<file path="src/rtl/sha3_padder_if.sv">
//------------------------------------------------------------------------------
// sha3_padder_if
// Byte-stream input and padded-block output of the SHA-3 padder.
//   in_data/in_valid/in_last/in_flush -> padder, in_ready <- padder
//   block/block_valid/block_last <- padder, block_ready -> padder
// Modports: slave = padder side, master = producer/consumer side.
//------------------------------------------------------------------------------
`timescale 1ns/1ps
interface sha3_padder_if #(
    parameter int unsigned R = 576
);
    logic [7:0]   in_data;
    logic         in_valid;
    logic         in_last;
    logic         in_flush;
    logic         in_ready;
    logic [R-1:0] block;
    logic         block_valid;
    logic         block_ready;
    logic         block_last;

    modport slave (
        input  in_data, in_valid, in_last, in_flush, block_ready,
        output in_ready, block, block_valid, block_last
    );

    modport master (
        output in_data, in_valid, in_last, in_flush, block_ready,
        input  in_ready, block, block_valid, block_last
    );
endinterface

</file>
<file path="src/rtl/sha3_padder.sv">
//------------------------------------------------------------------------------
// sha3_padder
// Packs a message byte stream into R-bit rate blocks and applies SHA-3
// multi-rate padding (DOMAIN byte, zero fill, final 0x80).
//   clk    : rising-edge clock
//   reset  : asynchronous active-high reset
//   bus    : sha3_padder_if.slave (byte input handshake, block output
//            handshake, block_last marks the final padded block)
// Byte k of a block sits at block[R-1-8k -: 8].
//------------------------------------------------------------------------------
`timescale 1ns/1ps
module sha3_padder #(
    parameter int unsigned D      = 512,
    parameter logic [7:0]  DOMAIN = 8'h06
) (
    input  logic          clk,
    input  logic          reset,
    sha3_padder_if.slave  bus
);
    localparam int unsigned R  = 1600 - 2 * D;
    localparam int unsigned NB = R / 8;
    localparam int unsigned CW = $clog2(NB);

    typedef enum logic [1:0] {
        ST_FILL,
        ST_PAD,
        ST_HOLD
    } state_t;

    state_t               r_state;
    logic [CW-1:0]        r_cnt;
    logic                 r_pend_pad;
    logic                 r_valid;
    logic                 r_last;
    logic [NB-1:0][7:0]   r_mem;

    logic [NB-1:0][7:0]   w_pad;
    logic [R-1:0]         w_block;
    logic                 w_end;
    logic                 w_full;

    // A flush alongside a valid byte simply marks that byte as the last one.
    assign w_end  = bus.in_last | bus.in_flush;
    assign w_full = (r_cnt == CW'(NB - 1));

    // Padded image of the buffer: slots below cnt keep data, the rest are
    // zeroed, DOMAIN lands at slot cnt and 0x80 is OR-ed into the final slot.
    for (genvar g = 0; g < NB; g++) begin : g_pad
        always_comb begin
            w_pad[g] = (r_cnt > CW'(g)) ? r_mem[g] : 8'h00;
            if (r_cnt == CW'(g)) begin
                w_pad[g] = w_pad[g] | DOMAIN;
            end
            if (g == NB - 1) begin
                w_pad[g] = w_pad[g] | 8'h80;
            end
        end
        assign w_block[(NB-1-g)*8 +: 8] = r_mem[g];
    end

    always_ff @(posedge clk or posedge reset) begin
        if (reset) begin
            r_state    <= ST_FILL;
            r_cnt      <= '0;
            r_pend_pad <= 1'b0;
            r_valid    <= 1'b0;
            r_last     <= 1'b0;
            r_mem      <= '0;
        end else begin
            case (r_state)
                ST_FILL: begin
                    if (bus.in_valid) begin
                        r_mem[r_cnt] <= bus.in_data;
                        if (w_full) begin
                            // Block is full of data; a last byte here means
                            // the padding needs a block of its own.
                            r_state    <= ST_HOLD;
                            r_valid    <= 1'b1;
                            r_last     <= 1'b0;
                            r_pend_pad <= w_end;
                        end else begin
                            r_cnt <= r_cnt + 1'b1;
                            if (w_end) begin
                                r_state <= ST_PAD;
                            end
                        end
                    end else if (bus.in_flush) begin
                        r_state <= ST_PAD;
                    end
                end
                ST_PAD: begin
                    r_mem      <= w_pad;
                    r_state    <= ST_HOLD;
                    r_valid    <= 1'b1;
                    r_last     <= 1'b1;
                    r_pend_pad <= 1'b0;
                end
                ST_HOLD: begin
                    if (bus.block_ready) begin
                        r_cnt   <= '0;
                        r_valid <= 1'b0;
                        r_state <= r_pend_pad ? ST_PAD : ST_FILL;
                    end
                end
                default: begin
                    r_state <= ST_FILL;
                end
            endcase
        end
    end

    assign bus.in_ready    = (r_state == ST_FILL) && !reset;
    assign bus.block       = w_block;
    assign bus.block_valid = r_valid;
    assign bus.block_last  = r_last;

endmodule

</file>
<file path="src/flat_wrapper.sv">
// flat-port wrapper written by rule: the top's interface ports become plain ports
module sha3_padder_flat 
#(
    parameter int unsigned D      = 512,
    parameter logic [7:0]  DOMAIN = 8'h06
)
  (clk, reset, bus_in_data, bus_in_valid, bus_in_last, bus_in_flush, bus_block_ready, bus_in_ready, bus_block, bus_block_valid, bus_block_last);
  sha3_padder_if #(.R(((72) * 8))) bus_i ();
  input  logic clk;
  input  logic reset;
  input wire logic [$bits(bus_i.in_data)-1:0] bus_in_data;
  input wire logic [$bits(bus_i.in_valid)-1:0] bus_in_valid;
  input wire logic [$bits(bus_i.in_last)-1:0] bus_in_last;
  input wire logic [$bits(bus_i.in_flush)-1:0] bus_in_flush;
  input wire logic [$bits(bus_i.block_ready)-1:0] bus_block_ready;
  output wire logic [$bits(bus_i.in_ready)-1:0] bus_in_ready;
  output wire logic [$bits(bus_i.block)-1:0] bus_block;
  output wire logic [$bits(bus_i.block_valid)-1:0] bus_block_valid;
  output wire logic [$bits(bus_i.block_last)-1:0] bus_block_last;
  assign bus_i.in_data = bus_in_data;
  assign bus_i.in_valid = bus_in_valid;
  assign bus_i.in_last = bus_in_last;
  assign bus_i.in_flush = bus_in_flush;
  assign bus_i.block_ready = bus_block_ready;
  assign bus_in_ready = bus_i.in_ready;
  assign bus_block = bus_i.block;
  assign bus_block_valid = bus_i.block_valid;
  assign bus_block_last = bus_i.block_last;
  sha3_padder #(.D(D), .DOMAIN(DOMAIN)) u_core (.clk(clk), .reset(reset), .bus(bus_i));
endmodule
</file>
<file path="config.mk">
export PLATFORM = sky130hd
export DESIGN_NAME = sha3_padder_flat
export DESIGN_NICKNAME = d
export VERILOG_FILES = /design/src/rtl/sha3_padder_if.sv /design/src/rtl/sha3_padder.sv /design/src/flat_wrapper.sv
export SDC_FILE = /design/constraint.sdc
export NUM_CORES = 1
export LEC_CHECK = 0
export CORE_ASPECT_RATIO = 2
export CORE_MARGIN = 1.5
export CORE_UTILIZATION = 23
export DETAILED_ROUTE_END_ITERATION = 16
export SYNTH_ARGS = -nofsm -noshare
export SYNTH_HDL_FRONTEND = slang
export SYNTH_SLANG_ARGS = --single-unit
</file>
<file path="constraint.sdc">
create_clock -name clk -period 28.9 [get_ports clk]
set_input_delay 2.89 -clock clk [delete_from_list [all_inputs] [get_ports clk]]
set_output_delay 2.89 -clock clk [all_outputs]
set_load 0.01 [all_outputs]
</file>
* Word level (Yosys, flattened, before mapping)
Index checks and enable logic that the tools add are counted.
Operators by class: add/sub/neg operators 1, order comparisons 74, equal/unequal tests 151, multiplexer cells 170, bitwise logic cells 1, reduce and logical (&&, ||, !) cells 85
Operators by type and width (count):
- case mux 576 bit (2 select lines) | 1
- bitwise mux 576 bit | 1
- 2-to-1 mux 576 bit | 1
- 2-to-1 mux 8 bit | 72
- equality test 7 x 6 -> 1 bit, second input constant | 32
- > comparator 7 x 6 -> 1 bit, second input constant | 32
- AND reduction 3 bit | 74
- 2-to-1 mux 3 bit | 72
- != test 3 bit, second input constant | 72
- equality test 7 x 5 -> 1 bit, second input constant | 16
- > comparator 7 x 5 -> 1 bit, second input constant | 16
- demux 8 bit (select 7 bit) | 1
- equality test 7 x 4 -> 1 bit, second input constant | 8
- equality test 7 bit, second input constant | 8
- > comparator 7 x 4 -> 1 bit, second input constant | 8
- > comparator 7 bit, second input constant | 8
- equality test 7 x 3 -> 1 bit, second input constant | 4
- > comparator 7 x 3 -> 1 bit, second input constant | 4
- 2-to-1 mux 7 bit | 4
- equality test 7 x 2 -> 1 bit, second input constant | 2
- > comparator 7 x 1 -> 1 bit, second input constant | 2
- > comparator 7 x 2 -> 1 bit, second input constant | 2
- case mux 7 bit (2 select lines) | 1
- 2-to-1 mux 2 bit | 5
- 23 further kinds | 36
Storage, ports and cells: register bits 588, input bits 14, output and inout bits 579, word-level logic and storage cells 631

* Depth between registers and ports, before layout
depth after elaboration 7, gate-level depth with buffers 11, depth with buffers taken out 7

* Worst setup path before layout
Ideal clock, no wire load.
kind in2out, start point input reset, end point output bus_in_ready, arrival time 3.149 ns, required time 26.010 ns, path slack 22.861 ns, stages on the path 1, path buffers 0, path through nor3_1
Between the ends: word-level cells in the longest chain between the ends 2
Ends and longest elaborated chain:
- from (decl) | RTL line flat_wrapper.sv:10 | input logic reset;
- zero test 1 bit (no source line)
- logical AND 1 bit | RTL line sha3_padder.sv:112 | assign bus.in_ready = (r_state == ST_FILL) && !reset;
- to (decl) | RTL line flat_wrapper.sv:16 | output wire logic [$bits(bus_i.in_ready)-1:0] bus_in_ready;
Every way passes these cells.

* Worst setup path in the final report
Ends and elaborated chain as after synthesis.

==> run metrics <==
final hold vios 0; CP peak stage delay 0.58 ns; max-cap violations 0; Tmin final 7.091 ns; met2 wire len 58,830 µm; die area 112,800 µm²; power per cell area 71.63 nW/µm²; Total Wirelength 124,000 µm; CP Class input pin to output port; share of cells above drive strength 1 12.13%; Seq cells post-synth 588; crit start category input pin; post-route insts no fill 4,220; distinct cell type count after synthesis 97; fin crit share 24.54%; Die Ht 473.5 µm; CP top delay family buffers and inverters; CP endpoint kind output port; RSZ-0062 raised after global routing no; met3 WL 9138 µm; Post-synth EDFFs 0; Layout Skew 0.02736 ns; Buf/Inv on CP 2; # port buffers 592; most common cell in the netlist dfrtp_1; commonest cells in the synthesized netlist 588 x dfrtp_1, 308 x nand2_1, 150 x o21ai_0; Post-Syn Area 25,460 µm²; setup TNS 0 ns; TritonCTS clock tree yes; First-pass DRT Iterations 6; Leak 0.01437 µW; synth top area cells dfrtp_1 58%, a22o_1 5.0%, nand2_1 4.5%; crit-path cells clkdlybuf4s50_1, nor3_1, clkdlybuf4s50_1; Starting Density 23.20%; CP Max Fanout 2; vias in the first global route 22.03k; Clock Tree Root clkbuf_16; Crit path top cell by count clkdlybuf4s50_1; Async SR Flop Fraction 100.0%; hold buffer count at CTS 0; status finished clean; largest net degree at the start of global routing 162; area grow syn2layout 36.36%; Crit path required time 26.01 ns; Starting DRT DRC Count 1,641; top cell type by total area after synthesis dfrtp_1; CTS buffer count 56; Syn Area/Cell 11.31 µm²; global-route wire length before repair 173,600 µm; Fmax 0.1410 GHz; WL met1 49,160 µm; Slew @ Worst Pin 1.260 ns; Hold Crit Class flip-flop to flip-flop; number of antenna violations at the first check in global routing 5; total core area 109,800 µm²; slowest CP cell clkdlybuf4s50_1; placed instance count 4,118; Tot GR Track Use 21.58%; CTS Sinks 588; IO Pins 593; # H-tree levels 2; Clock Path Buffers 3; Mapped Cells 2,252; clk slew on worst S/H paths 0.07 ns; highest metal used met5; Yosys top cell area share 57.79%; reg2reg setup slack 24.99 ns; WL per Instance 29.38 µm; Placer Congestion 0.8835; post-CTS sizing 0; nets@finish 2,802; Rows 172; Worst IR Drop VDD 50.10 µV; Synthesis Warnings 0; max-slew violations 0; total gr overflow 0; Synth Flop Type dfrtp_1; Antenna Nets Post-Route 0; sequential fraction of the synthesis area 57.79%; Mapped Nets 2,270; worst skew pair latency 0.67 ns; Rel. slew slack 15.88%; DR DRC count 0; Min Hold Slack 0.4722 ns; Die X 238.3 µm; setup repair bufs after CTS 0; Final setup viols 0; dpl hpwl 90,110 µm; Via Count 21.81k; via density per instance 5.168; crit path DAT 4.20 ns
[metrics by stage]
step                total power (µW)  setup slack, ns  area (µm²)  util [%]
detailed placement              1729            21.83       32860     29.94
CTS                             2506            21.81       34710     31.63
finish                          2487            21.81       34720     31.63
floorplan                       1333            9.555       25460         -
global route                    2583            21.79       34720     31.63
global placement                1724            21.82       32860     29.94
[report_power, final]
group	internal [µW]	total, µW	switching [µW]	leakage [µW]
clock network	420	769	349	0.000911
logic	233	796	563	0.00532
registers	880	921	41.1	0.00814
total	1530	2490	953	0.0144
[registers in the layout, indices dropped and copies added (netlist names)]
signal	cells
u_core.bus.block_last	1
u_core.r_pend_pad	1
u_core.bus.block_valid	1
u_core.bus.block	576
u_core.r_cnt	7
u_core.r_state	2
[layer usage]
| layer | up-vias | GRT usage, % |
|---|---|---|
| li1 | 9360 | - |
| met1 | 11160 | 25.81 |
| met2 | 1033 | 35.78 |
| met3 | 251 | 5.282 |
| met4 | 2 | 10.99 |
| met5 | - | 0 |
[cells in the final DEF, fill, tap and decap left out, drive strengths merged, types with 6 or more instances in the layout]
master and count:
nor2 134, nand4 12, o221ai 8, o31ai 91, clkinv 14, nor3b 8, a32o 14, and3 10
buf 63, nand3 48, and2 24, o21ai 170, o41ai 16, or3 16, nand3b 10, clkdlybuf4s50 592
mux2 95, o2bb2ai 91, a31oi 10, inv 24, clkbuf 78, nand2 311, nand2b 7, or3b 9
o22a 16, a22o 146, o21a 6, a21oi 40, a21o 6, dfrtp 588, o22ai 29, nor3 17
o211ai 14
[cells by family (layout without fill, tap and decap cells)]
family / count (synthesis) / count (layout) / synth area share, %
and+or+nand+nor: 642 / 642 / 12.43
other: 0 / 1 / 0
buffers and inverters: 203 / 778 / 3.769
DFF: 588 / 588 / 57.79
muxes: 99 / 99 / 4.359
AOI/OAI and AO/OA: 711 / 711 / 21.28
xor gates and xnor gates: 5 / 5 / 0.1720
adders and majority gates: 4 / 4 / 0.1966
[area by class of cell]
type | instances | area [µm²]
antenna | 1 | 2.502
clock buffer | 78 | 1624
clock inverter | 23 | 234.0
fill | 11210 | 75040
inverter | 22 | 90.09
multi-input combinational | 1461 | 9893
sequential | 588 | 14720
tap | 1392 | 1742
timing repair buffer | 655 | 6411
[worst min-delay path: stages, from the launching register on]
cell     delay [ns]
dfrtp_1        0.34
nand2_1        0.05
o41ai_1        0.05
[path summary, 6_finish.rpt]
check / cells after the start / endpoint / from
worst max-delay path: 3 / bus_in_ready / reset
worst min-delay path: 2 / u_core.bus.block[166] / u_core.bus.block[166]
worst max register to register: 7 / u_core.bus.block[230] / u_core.r_cnt[1]
worst min register to register: 2 / u_core.bus.block[166] / u_core.bus.block[166]
max in group asynchronous: 5 / u_core.bus.block[515] / reset
min in group asynchronous: 2 / u_core.bus.block[31] / reset
Power figures use the tool's default switching activity.
